[src/rtl/serial_sub_restorer_if.sv]
// Start/done handshake bundle for the serial minuend restorer.
// The master drives the request and operands; the slave returns status and the result.
interface serial_sub_restorer_if #(
  parameter int WIDTH = 8
);
  logic             start;
  logic [WIDTH-1:0] difference;
  logic [WIDTH-1:0] b;
  logic             bout;
  logic             busy;
  logic             done;
  logic [WIDTH-1:0] a_out;
  logic             mismatch;

  modport master (
    output start, difference, b, bout,
    input  busy, done, a_out, mismatch
  );

  modport slave (
    input  start, difference, b, bout,
    output busy, done, a_out, mismatch
  );
endinterface

[src/rtl/serial_sub_restorer.sv]
// Rebuilds the minuend of a subtraction bit-serially as difference + b, LSB first,
// and flags when the final carry disagrees with the reported borrow.
module serial_sub_restorer #(
  parameter int WIDTH = 8
) (
  input  logic                 clk,
  input  logic                 rst_n,
  serial_sub_restorer_if.slave bus
);

  localparam int CW = $clog2(WIDTH) + 1;
  localparam logic [CW-1:0] LastBit = CW'(WIDTH - 1);

  typedef enum logic [1:0] {IDLE, SHIFT, DONE} state_e;

  state_e           state_q;
  logic [WIDTH-1:0] diffReg_q;
  logic [WIDTH-1:0] bReg_q;
  logic [WIDTH-1:0] resReg_q;
  logic [WIDTH-1:0] aOut_q;
  logic [CW-1:0]    cnt_q;
  logic             carry_q;
  logic             boutReg_q;
  logic             busy_q;
  logic             done_q;
  logic             mismatch_q;

  logic             sum_d;
  logic             carry_d;

  // One full-adder slice acting on the current LSBs of the operand shifters.
  always_comb begin
    sum_d   = diffReg_q[0] ^ bReg_q[0] ^ carry_q;
    carry_d = (diffReg_q[0] & bReg_q[0]) |
              (diffReg_q[0] & carry_q)   |
              (bReg_q[0]    & carry_q);
  end

  always_ff @(posedge clk or negedge rst_n) begin
    if (!rst_n) begin
      state_q    <= IDLE;
      diffReg_q  <= '0;
      bReg_q     <= '0;
      resReg_q   <= '0;
      aOut_q     <= '0;
      cnt_q      <= '0;
      carry_q    <= 1'b0;
      boutReg_q  <= 1'b0;
      busy_q     <= 1'b0;
      done_q     <= 1'b0;
      mismatch_q <= 1'b0;
    end else begin
      case (state_q)
        IDLE: begin
          if (bus.start) begin
            diffReg_q <= bus.difference;
            bReg_q    <= bus.b;
            boutReg_q <= bus.bout;
            carry_q   <= 1'b0;
            cnt_q     <= '0;
            busy_q    <= 1'b1;
            state_q   <= SHIFT;
          end
        end
        SHIFT: begin
          diffReg_q <= diffReg_q >> 1;
          bReg_q    <= bReg_q >> 1;
          resReg_q  <= {sum_d, resReg_q[WIDTH-1:1]};
          carry_q   <= carry_d;
          cnt_q     <= cnt_q + CW'(1);
          if (cnt_q == LastBit) begin
            state_q <= DONE;
          end
        end
        // First DONE edge publishes the result, second one releases the unit.
        DONE: begin
          if (!done_q) begin
            aOut_q     <= resReg_q;
            mismatch_q <= carry_q ^ boutReg_q;
            done_q     <= 1'b1;
          end else begin
            done_q  <= 1'b0;
            busy_q  <= 1'b0;
            state_q <= IDLE;
          end
        end
        default: state_q <= IDLE;
      endcase
    end
  end

  assign bus.busy     = busy_q;
  assign bus.done     = done_q;
  assign bus.a_out    = aOut_q;
  assign bus.mismatch = mismatch_q;

endmodule
[src/flat_wrapper.sv]
// flat-port wrapper written by rule: the top's interface ports become plain ports
module serial_sub_restorer_flat 
#(
  parameter int WIDTH = 8
)
  (clk, rst_n, bus_start, bus_difference, bus_b, bus_bout, bus_busy, bus_done, bus_a_out, bus_mismatch);
  serial_sub_restorer_if #(.WIDTH(WIDTH)) bus_i ();
  input  logic clk;
  input  logic rst_n;
  input wire logic [$bits(bus_i.start)-1:0] bus_start;
  input wire logic [$bits(bus_i.difference)-1:0] bus_difference;
  input wire logic [$bits(bus_i.b)-1:0] bus_b;
  input wire logic [$bits(bus_i.bout)-1:0] bus_bout;
  output wire logic [$bits(bus_i.busy)-1:0] bus_busy;
  output wire logic [$bits(bus_i.done)-1:0] bus_done;
  output wire logic [$bits(bus_i.a_out)-1:0] bus_a_out;
  output wire logic [$bits(bus_i.mismatch)-1:0] bus_mismatch;
  assign bus_i.start = bus_start;
  assign bus_i.difference = bus_difference;
  assign bus_i.b = bus_b;
  assign bus_i.bout = bus_bout;
  assign bus_busy = bus_i.busy;
  assign bus_done = bus_i.done;
  assign bus_a_out = bus_i.a_out;
  assign bus_mismatch = bus_i.mismatch;
  serial_sub_restorer #(.WIDTH(WIDTH)) u_core (.clk(clk), .rst_n(rst_n), .bus(bus_i));
endmodule
[config.mk]
export PLATFORM = sky130hd
export DESIGN_NAME = serial_sub_restorer_flat
export DESIGN_NICKNAME = d
export VERILOG_FILES = /design/src/rtl/serial_sub_restorer_if.sv /design/src/rtl/serial_sub_restorer.sv /design/src/flat_wrapper.sv
export SDC_FILE = /design/constraint.sdc
export NUM_CORES = 1
export LEC_CHECK = 0
export ABC_AREA = 1
export CORE_MARGIN = 5
export CORE_UTILIZATION = 47
export DETAILED_ROUTE_END_ITERATION = 6
export PLACE_DENSITY = 0.74
export SLEW_MARGIN = 40
export SYNTH_ARGS = -nofsm -noshare
export SYNTH_HDL_FRONTEND = slang
export SYNTH_SLANG_ARGS = --single-unit
[constraint.sdc]
create_clock -name clk -period 1.2 [get_ports clk]
set_input_delay 0.36 -clock clk [delete_from_list [all_inputs] [get_ports clk]]
set_output_delay 0.36 -clock clk [all_outputs]
set_load 0.005 [all_outputs]
==> results of run 1 <==
[logic make-up (layout without fill, tap and decap cells)]
group | Yosys count | count (layout)
buffers and inverters | 28 | 77
xor gates and xnor gates | 1 | 1
AOI/OAI and AO/OA | 28 | 28
and+or+nand+nor | 127 | 127
adders and majority gates | 2 | 2
DFF | 43 | 43
[layout make-up]
type | instances | area (um2) | area share (%)
clock inverters | 3 | 25.0 | 1.03
multi-input cells | 158 | 709 | 29.1
inverters | 20 | 82.6 | 3.39
flip-flops and latches | 43 | 1080 | 44.2
well taps | 50 | 62.6 | 2.57
clock buffers | 5 | 68.8 | 2.82
repair buffers | 49 | 412 | 16.9
[synthesized netlist by cell type (all sizes together)]
library cell  instances
nand2               117
xnor2                 1
buf                   7
fa                    1
nand3                 5
inv                  20
dfrtp                43
o22ai                 1
ha                    1
nor2                  4
o21ai                27
clkbuf                1
nand4                 1
[power groups by stage]
| stage | Sequential (uW) | Clock, uW | Combinational [uW] |
|---|---|---|---|
| 2_1_floorplan | 2340 | 0 | 1580 |
| 3_3_place_gp | 2370 | 0 | 2130 |
| 3_5_place_dp | 2390 | 0 | 2210 |
| 4_1_cts | 2360 | 982 | 2170 |
| 5_1_grt | 2460 | 1030 | 2650 |
| 6_report | 2380 | 935 | 2260 |
[sequential cells by signal, indices dropped and copies added, names as in the netlist]
signal               flops
u_core.bus.done          1
u_core.cnt_q             4
u_core.resReg_q          8
u_core.bus.busy          1
u_core.bReg_q            8
u_core.bus.mismatch      1
u_core.diffReg_q         8
u_core.state_q           2
u_core.boutReg_q         1
u_core.bus.a_out         8
u_core.carry_q           1
[worst reg2reg max path, delay by kind of cell, from the launching register on]
family / cells / cell delay (ns)
buffers and inverters: 1 / 0.06
AOI/OAI and AO/OA: 1 / 0.06
DFF: 1 / 0.38
adders and majority gates: 1 / 0.52
[layer usage]
metal / vias to the layer above / GRT usage, %
li1: 797 / -
met2: 43 / 23.5
met4: 0 / 6.44
met3: 10 / 4.86
met1: 704 / 20.0
met5: - / 0
[metrics by stage]
stage | total power, uW | util, %
after floorplan | 3920 | -
after global routing | 6140 | 60.9
final | 5580 | 60.9
after detailed placement | 4590 | 57.9
after global placement | 4510 | 57.9
after CTS | 5510 | 59.8
[timing repair]
| action | 4_1_cts | 5_1_grt |
|---|---|---|
| pin swaps | 1 | 0 |
| setup endpoints to repair | 15 | 38 |
| buffers inserted | 4 | 4 |
| gates resized for setup | 43 | 11 |
[final timing paths]
kind | from | end | slack [ns]
setup / recovery | u_core.bus.a_out[7] | bus_a_out[7] | 0.02
hold / removal | rst_n | u_core.resReg_q[1] | 0.03
setup reg to reg | u_core.carry_q | u_core.resReg_q[7] | 0.07
hold reg to reg | u_core.diffReg_q[2] | u_core.diffReg_q[2] | 0.49
max in group asynchronous | rst_n | u_core.state_q[0] | 0.96
min in group clk | u_core.diffReg_q[2] | u_core.diffReg_q[2] | 0.49
==> results, run 1 <==
- The run finished with clean final reports.
- The clock tree from TritonCTS is yes.
- The average instance in the mapped netlist occupies 8.45 um2.
- Setup violations remaining at the end of the flow were counted as 0.
- The largest delay contributor family on the critical path is flip-flops.
- The floorplan step set the die width to 74.2 um.
- The total number of nets in the final design is around 300.
- The core box area is approximately 0.004 mm2.
- The share of the synthesized netlist area taken by xor and xnor gates is 0.453%.
- Summing all placed instances gives a cell area of approximately 0.0023 mm2.
- The die covers 0.00550 mm2.
- The initial core utilization is 48.4%.
- The number of global-route vias before repair is between 1000 and 1500.
- The initial antenna violation count came to 0.
- The top cell type's share of synthesized area is between 50% and 60%.
- The routed wire length is 3740 um.
- The fraction of power consumed by combinational cells is 40.5%.
- For the final routed database, the setup TNS stands at 0 ns.
- The upper clock frequency limit is 846 MHz.
- The area growth from synthesis to layout is 26.0%.
- Walking the worst path, the cells encountered are buf_2.
- The power share of the sequential group is between 40% and 50%.
- Synthesis produced between 200 and 250 cells.
- The power dissipated by switching net loads is about 2200 uW.
- The worst slew margin relative to its limit is 84.8%.
- For the final database, setup skew stands at 0.00907 ns.
- The number of top-level pins is 31.
- At the worst endpoint, the required time is 0.84 ns.
- The y dimension of the die is roughly 74 um.
- Summed over all nets, wire length on met3 after detailed routing comes to around 270 um.
- In the detailed route, the total length drawn on met2 is 1640 um.
- Setup repair after global routing could not meet its margin everywhere.
- The share of post-route cells with drive strength above 1 is around 18%.
- The pre-antenna-repair detailed-routing pass consisted of 4 iterations.
- At the placement stage, the worst setup path has a slack of -0.206 ns.
- The actual transition at the worst max-transition pin is 0.228 ns.
- The number of clock sinks seen by CTS is 43.
- The share of total power dissipated in the clock network is 16.8%.
- The number of placed instances, taps included is around 310.
- The simple logic cell fraction of the synthesized area is ~25%.
- The switching share of total power is 38.6%.
- The largest single stage delay on the critical path is ~0.39 ns.
- For the worst setup path, the data arrival time is 0.82 ns.
- The worst hold slack after final layout is 0.0290 ns.
- The critical path is of the reg2out type.
- The standard-cell row count is 23.
- The most frequent standard cell in the layout excluding fill and tap cells is sky130_fd_sc_hd__nand2_1.
- The wire length the detailed router placed on met1 is 1740 um.
- The logic depth of the worst register-to-register path is 3.
- The final period utilization is ~99%.
- The final critical path time including I/O delays and setup is 1.18 ns.
- IR analysis of the VDD net gives a maximum drop of 0.876 mV.
- In this run the tool buffered the top-level ports with 30 buffer cells.
- In this run the worst path has a maximum fanout of 2.
- The detailed router used layers up to and including met4.
- The cell area after layout is 0.00244 mm2.
- Counting every net in the synthesized netlist gives between 200 and 300.
- The total CTS buffers is 5.
- The mux cell area share after synthesis is 0%.
- The type of the worst min-delay path is in2async.
- The startpoint kind of the worst setup timing path is a flop.
- In this run, distinct cell masters in the synthesized netlist total 21.
- CTS placed an instance of sky130_fd_sc_hd__clkbuf_8 at the clock tree root.
- In the final routed layout, each cell accounts on average for 11.4 um.
- Entering global routing, the biggest net connects 44 pins.
- Summing the sequential cell areas from Yosys gives 55.6% of the chip area.
- The overflow left after global routing is 0.
- In the layout the commonest cells are sky130_fd_sc_hd__nand2_1 (116), sky130_fd_sc_hd__dfrtp_1 (42), sky130_fd_sc_hd__o21ai_0 (19), sky130_fd_sc_hd__clkdlybuf4s50_1 (18), sky130_fd_sc_hd__buf_4 (16).
- In the post-synthesis netlist, the biggest area contributors are sky130_fd_sc_hd__dfrtp_1 (56%), sky130_fd_sc_hd__nand2_1 (23%), sky130_fd_sc_hd__o21ai_0 (5.7%).
- For this design the ratio of total power to cell area is 2290 mW/mm2.
- The H-tree was split into 2 levels.
- STA classifies the critical path endpoint as a primary output.
- The total DRC errors in the routed layout is 0.
- After synthesis the cells add up to 0.00193 mm2.
- The synthesized netlist devotes 8.21% of its cell area to compound gates.
- The internal power is 3430 uW.
- The register clock-pin slew on the reported worst setup and hold paths is ~0.09 ns.
- The count of hold-fix buffers inserted at cts is 0.
- Detailed placement ended at an HPWL of 2530 um.
- The top cell type by total area after synthesis is sky130_fd_sc_hd__dfrtp_1.
- In this run the static leakage power is 0.00127 uW.
- Dividing the detail-routed via count by the number of cells gives 4.74.
- The number of endpoints with negative hold slack in the final report came to 0.
- After layout, the worst setup slack is 0.0173 ns.
- The number of antenna repair diodes is 0.
- The maximum root-to-sink buffer count is 2.
- The number of routed nets with antenna violations is 0.
- After synthesis, the largest family of logic cells by area is simple AND/OR/NAND/NOR gates.
- The number of cells on the critical path is 1.
- The number of standard cells in the final layout excluding fillers is 328.
- In this run, synthesis produced a sequential element count of 43.
- The overall fraction of global-route tracks in use is 15.3%.
- The number of max-cap violations is 0.
- The layout has 360 filler cells.
- Yosys printed 0 warnings.
- The max-slew violation count is 0.
- For this design, the slowest cell found on the critical path is sky130_fd_sc_hd__dfrtp_1.
- The final route contains 1554 vias.
- The starting DRC count in detailed routing is 113.
- The placer's final routability congestion estimate is 0.777.
- The clock reaches the later pin of the worst-skew pair after 0.30 ns.
- Counting both buffers and inverters, the worst setup path holds a total of 1.
- The global-route wire length before repair is 6390 um.
- The post-synthesis adder-cell area fraction is 1.68%.
No activity file was read; power rests on OpenSTA's default activity.
==> run 2, diff against run 1 <==
--- a/config.mk
+++ b/config.mk
@@ -6,7 +6,6 @@
 export NUM_CORES = 1
 export LEC_CHECK = 0
 export ABC_AREA = 1
-export CORE_MARGIN = 5
 export CORE_UTILIZATION = 47
 export DETAILED_ROUTE_END_ITERATION = 6
 export PLACE_DENSITY = 0.74
==> results, run 2 (synthesis results as in run 1) <==
- The number of endpoints with negative hold slack in the final report is 0.
- The static leakage power is between 0.001 and 0.0015 uW.
- In this run the power density over the cells is 2320 mW/mm2.
- In the final layout, the share of cells above drive strength 1 is 18.0%.
- The met2 global-route usage is about a third.
- The arrival time reported for the critical path endpoint is slightly above 0.8 ns.
- For this run, the top clock speed supported by timing is 856 MHz.
- After detailed routing, the average wire length per cell comes to 11.2 um.
- Wires add up to 3660 um.
- The worst path buffer plus inverter count is 1.
- The core region is 0.00380 mm2.
- The number of global-route vias before repair came to 1412.
- In this run, the clock network consumes slightly below 20% of the power.
- Setup slack closes at 0.0322 ns.
- The standard-cell row count is 22.
- The final critical path time including I/O delays and setup is 1.17 ns.
- The overall fraction of global-route tracks in use is 19.0%.
- In this run, flip-flops and latches consume 40.3% of the power.
- The root cell of the clock tree is sky130_fd_sc_hd__clkbuf_8.
- The count of input and output buffers is 30.
- The signed area change from the synthesized netlist to the final layout is 30.4%.
- The met3 routing resource usage after global routing is between 5 and 6%.
- The final period utilization is a little over nine tenths.
- The clock skew is between 0.008 and 0.009 ns.
- The total number of nets in the final design is 299.
- The type of the worst min-delay path is in2async.
- The worst-case vdd ir drop is 1.12 mV.
- The initial antenna violation count is 0.
- The sort of element at the end of the critical path is a primary output.
- The fraction of power consumed by combinational cells is approximately 40%.
- In this run, CTS created clock tree buffers numbering 5.
- In this run the worst path has a maximum fanout of 2.
- The met1 track utilization from global routing is a little under a quarter.
- The startpoint of the most critical register-to-register path is u_core.state_q[0].
- The peak-usage layer in the global routing report is met2.
- The repair_antennas step left the layout with diodes totalling 0.
- At the pin with the least slew margin, the transition time is 0.233 ns.
- The clock drives 43 sinks.
- Fill cells in the final layout number 319.
- The detail-routed via count per cell is 4.78.
- The number of failing setup endpoints in the final timing report is 0.
- The total DRC errors in the routed layout is 0.
- The final-layout setup total negative slack is 0 ns.
- Leaving out fill and tap cells, the most frequent cell in the layout is sky130_fd_sc_hd__nand2_1.
- Walking the worst path, the cells encountered are buf_2.
- The endpoint of the lowest-slack register-to-register path is u_core.bus.mismatch.
- Max-cap violations in this run came to 0.
- The minimum setup slack after placement is -0.214 ns.
- Summing over every cut layer, the via total after detailed routing is approximately 1600.
- The die footprint is 0.00438 mm2.
- The startpoint kind of the worst setup timing path is a flop.
- The maximum root-to-sink buffer count is 2.
- The placer's final routability congestion estimate is 0.724.
- The number of cells on the worst reg-to-reg path is 4.
- The largest net degree at the start of global routing is 44.
- The global-route wire length before repair is ~6200 um.
- In this run the power spent charging and discharging nets is 2140 uW.
- The post-DP HPWL is between 2000 and 2500 um.
- The internal power is 3720 uW.
- STA puts the critical path data required time at about 0.84 ns.
- The die span in x is 66.2 um.
- The largest delay contributor family on the critical path is flip-flops.
- The number of top-level pins is 31.
- For this block, the initial DRC count from the detailed router was 131.
- The max-slew violation count was 0.
- The worst slew margin relative to its limit is 84.5%.
- For this run, the detailed router's first-pass iteration total came to 4.
- The y dimension of the die is 66.2 um.
- The count of hold-fix buffers inserted at cts is 0.
- The clock tree from TritonCTS is yes.
- The worst setup slack for register-to-register paths is ~0.032 ns.
- In this run switching power makes up 36.5% of total power.
- The cell with the biggest individual delay on the critical path is sky130_fd_sc_hd__dfrtp_1.
- In this design, the stage delay of the slowest critical-path cell is slightly below 0.4 ns.
- The detail route stage leaves a number of antenna-violating nets equal to 0.
- The run finished with clean final reports.
- The H-tree was split into 2 levels.
- The multi-input gate area in the final layout is 711 um2.
- Registers take 0.00108 mm2.
- The worst setup path is of the reg2out kind.
- In the layout the commonest cells are sky130_fd_sc_hd__nand2_1 (115), sky130_fd_sc_hd__dfrtp_1 (42), sky130_fd_sc_hd__o21ai_0 (20), sky130_fd_sc_hd__clkdlybuf4s50_1 (18), sky130_fd_sc_hd__inv_1 (16).
- The initial utilization of the core area, before any placement, comes to approximately half.
- The clock latency reported for the late side of the worst-skew pair is 0.30 ns.
- The overflow left after global routing is 0.
- The register clock-pin slew on the reported worst setup and hold paths is 0.08 ns.
==> run 2: changes by cell type in the layout (fill, tap and decap cells not counted), moves of 2 or more <==
cell / change
sky130_fd_sc_hd__clkinv_4: -2
sky130_fd_sc_hd__inv_2: -2
sky130_fd_sc_hd__buf_4: -4
sky130_fd_sc_hd__buf_12: +2
sky130_fd_sc_hd__clkbuf_16: +2
==> run 2: through the flow <==
step                cell area [um2]  utilization, %  instances  total power [uW]  hold slack (ns)
CTS                            2440            64.3        322              5830           0.0257
finish                         2520            66.4        326              5850           0.0251
floorplan                      1930               -        229              3920           0.0644
global placement               2340            61.6        310              4600            0.355
detailed placement             2340            61.6        310              4670            0.352
global route                   2520            66.4        326              6360           0.0343
==> run 2: power by group through the flow <==
| stage | logic (uW) | registers (uW) | clock network (uW) |
|---|---|---|---|
| after floorplan | 1580 | 2340 | 0 |
| after global placement | 2230 | 2360 | 0 |
| after detailed placement | 2300 | 2380 | 0 |
| after CTS | 2290 | 2350 | 1200 |
| after global routing | 2690 | 2430 | 1230 |
| final | 2330 | 2360 | 1160 |
==> run 2: how the worst max path moves through the flow <==
stage	from	endpoint	slack (ns)	depth (start not counted)
floorplan	u_core.state_q[0]	u_core.bReg_q[0]	0.05	5
global placement	bus_start	u_core.diffReg_q[7]	-0.20	4
detailed placement	bus_start	u_core.cnt_q[2]	-0.21	5
CTS	u_core.bus.a_out[7]	bus_a_out[7]	-0.06	1
global route	u_core.state_q[0]	u_core.bus.mismatch	-0.07	4
finish	u_core.bus.a_out[6]	bus_a_out[6]	0.03	1
==> run 2: area by class of cell <==
type,count,area share [%]
Multi-Input combinational cell,158,28.2
Inverter,20,3.37
Clock buffer,6,3.27
Clock inverter,2,1.39
Timing Repair Buffer,49,18.7
Tap cell,48,2.38
Sequential cell,43,42.7
==> run 2: repair_timing <==
item,in CTS,in global routing
buffers inserted,4,2
pin swaps,1,0
resized for setup,40,10
setup endpoints to repair,11,28
gates cloned,0,3
==> run 2: per-layer routing <==
layer	routed length, um	vias to the layer above
li1	-	803
met1	1680	711
met2	1750	39
met3	176	6
met4	56	0
met5	0	-
==> run 3, diff against run 2 <==
--- a/config.mk
+++ b/config.mk
@@ -6,6 +6,7 @@
 export NUM_CORES = 1
 export LEC_CHECK = 0
 export ABC_AREA = 1
+export CORE_ASPECT_RATIO = 1.75
 export CORE_UTILIZATION = 47
 export DETAILED_ROUTE_END_ITERATION = 6
 export PLACE_DENSITY = 0.74
==> results, run 3 (synthesis results as in run 1) <==
- The flow ran to the end, and the final reports show no timing, DRC or antenna violations.
- The max-slew violation count is 0.
- The initial antenna violation count is 0.
- For this run, design rule violations remaining after detail routing come to 0.
- The die covers around 0.0044 mm2.
- Clock tree synthesis found a total of 43 sinks.
- The standard-cell row count is 30.
- The number of top-level pins is 31.
- Once the floorplan was initialized, standard cells occupied 49.6% of the core.
- The placer's final routability congestion estimate is 0.767.
- The final period utilization is between 90% and 100%.
- The worst register-to-register path has a setup slack of 0.04 ns.
- Traced cell by cell, the critical path runs through buf_2.
- The worst slew margin relative to its limit is between 70% and 80%.
- The share of post-route cells with drive strength above 1 is between 15 and 20%.
- The largest delay contributor family on the critical path is flip-flops.
- The number of global-route vias before repair came to approximately 1500.
- The clock tree from TritonCTS is yes.
- The number of standard cells in the final layout excluding fillers is between 300 and 400.
- The number of endpoints with negative hold slack in the final report is 0.
- STA classifies the critical path startpoint as a flop.
- The total CTS buffers is 5.
- The detail-routed via count per cell is around 4.7.
- The core box area is 0.00390 mm2.
- The type of the worst min-delay path is reg2reg.
- Summing all placed instances gives a cell area of 0.00235 mm2.
- The cell area after layout is 0.00243 mm2.
- The die is roughly 50 um wide.
- In this design, the stage delay of the slowest critical-path cell is about 0.38 ns.
- The number of buffers and inverters on the critical path is 1.
- The sort of element at the end of the critical path is a primary output.
- Counting instances, the worst hold path has a depth of 2.
- The routed wirelength normalized by instance count is between 10 and 15 um.
- The number of routed nets with antenna violations is 0.
- IR analysis of the VDD net gives a maximum drop of 1.41 mV.
- Clock tree synthesis selected as its root buffer the cell sky130_fd_sc_hd__clkbuf_8.
- The endpoint of the lowest-slack register-to-register path is u_core.resReg_q[7].
- The clock skew is 0.0117 ns.
- Global routing finished with a remaining overflow of 0.
- Leaving out fill and tap cells, the most frequent cells in the layout are sky130_fd_sc_hd__nand2_1 (116), sky130_fd_sc_hd__dfrtp_1 (42), sky130_fd_sc_hd__o21ai_0 (22), sky130_fd_sc_hd__clkdlybuf4s50_1 (17), sky130_fd_sc_hd__inv_1 (16).
- At the worst endpoint, the arrival time is 0.80 ns.
- Global routing consumed, over all layers together, 18.5% of the routing resources.
- At the pin with the least slew margin, the transition time is ~0.36 ns.
- The wire-length estimate of the detail-placed layout is 2550 um.
- The cell with the biggest individual delay on the critical path is sky130_fd_sc_hd__dfrtp_1.
- The first global-routing pass estimated 6190 um of wire.
- Hold timing on the final database bottoms out at a slack of 0.481 ns.
- Subtracting the final worst setup slack from the clock period gives 1.16 ns.
- Setup violations remaining at the end of the flow were counted as 0.
- Entering global routing, the biggest net connects 24 pins.
- The first routing iteration left 49 violations.
- In this run the worst path has a maximum fanout of 2.
- The category of the critical setup timing path is reg2out.
- The register clock-pin slew on the reported worst setup and hold paths is 0.08 ns.
- The startpoint of the most critical register-to-register path is u_core.carry_q.
- The number of antenna repair diodes is 0.
- The routed wire length is ~3500 um.
- Overall power consumption after layout is estimated at approximately 5400 uW.
- Max-cap violations in this run came to 0.
- Summed over all failing endpoints, the final setup total negative slack is 0 ns.
- The count of input and output buffers is 30.
- The static leakage power is 0.00127 uW.
- The library cell used most frequently in the layout, excluding fill and tap cells, is sky130_fd_sc_hd__nand2_1.
- Counting along the longest clock path gives a buffer depth of 2.
- CTS built an H-tree with a depth of 2.
- The total number of nets in the final design is 297.
- The path with the worst hold slack has its endpoint at u_core.diffReg_q[5].
- The y dimension of the die is 86.9 um.
- Relative to the synthesized area, the layout overhead comes to 25.7%.
- The logic depth of the worst register-to-register path is 3.
- Static timing analysis puts the maximum clock frequency at about 860 MHz.
- In this run, placement finished with an instance count of 311.
- The required time of the critical path is 0.84 ns.
- In this run the most critical hold path is launched from u_core.diffReg_q[5].
- The clock latency reported for the late side of the worst-skew pair is 0.29 ns.
- In this run the power density over the cells is between 2000 and 2500 mW/mm2.
- The first detailed-routing pass ran for 4 iterations.
- For this block, the via count after detailed routing is 1532.
## run 3: cell types whose count changed in the layout (fill, tap and decap cells not counted), moves of 2 or more
cell,change
sky130_fd_sc_hd__clkbuf_1,+2
sky130_fd_sc_hd__o21ai_1,-2
sky130_fd_sc_hd__clkbuf_16,-2
sky130_fd_sc_hd__o21ai_0,+2
## run 3: how the worst max path moves through the flow
| stage | start | to | slack [ns] | cells past startpoint |
|---|---|---|---|---|
| 6_report | u_core.bus.done | bus_done | 0.04 | 1 |
| 5_1_grt | u_core.bus.done | u_core.bus.a_out[2] | -0.02 | 6 |
| 4_1_cts | u_core.bus.a_out[6] | bus_a_out[6] | -0.04 | 1 |
| 3_5_place_dp | bus_start | u_core.cnt_q[3] | -0.27 | 5 |
| 3_3_place_gp | bus_start | u_core.diffReg_q[1] | -0.21 | 5 |
| 2_1_floorplan | u_core.state_q[0] | u_core.bReg_q[0] | 0.05 | 5 |
## run 3: repair_timing
action | CTS | global route
endpoints found under the hold margin | 13 | 0
resized for setup | 38 | 7
cloned | 0 | 0
pin swaps | 0 | 1
setup endpoints to repair | 11 | 25
hold buffers | 1 | 0
buffers inserted | 3 | 1
## run 3: power by group
group,internal [uW],switching [uW],total [uW]
registers,2030,340,2370
logic,956,1260,2220
clock network,408,448,856
total,3400,2050,5440
## run 3: per-stage QoR
| stage | utilization (%) | worst slack [ns] |
|---|---|---|
| 4_1_cts | 61.8 | -0.0362 |
| 3_5_place_dp | 60.1 | -0.267 |
| 5_1_grt | 62.3 | -0.0172 |
| 6_report | 62.3 | 0.0437 |
| 3_3_place_gp | 60.1 | -0.213 |
| 2_1_floorplan | - | 0.0516 |
## run 3: area by class of cell
cell class | count | area (um2)
fill | 364 | 1470
sequential | 43 | 1080
clock buffer | 7 | 76.3
clock inverter | 1 | 5.00
timing repair buffer | 47 | 423
multi-input combinational | 158 | 707
tap | 48 | 60.1
inverter | 20 | 82.6
## run 3: layer usage
| metal | up-vias | routed length, um | GRT usage, % |
|---|---|---|---|
| met5 | - | 0 | 0 |
| met4 | 0 | 47 | 6.06 |
| met3 | 4 | 106 | 3.84 |
| met2 | 29 | 1870 | 33.7 |
| met1 | 705 | 1510 | 21.2 |
| li1 | 794 | - | - |
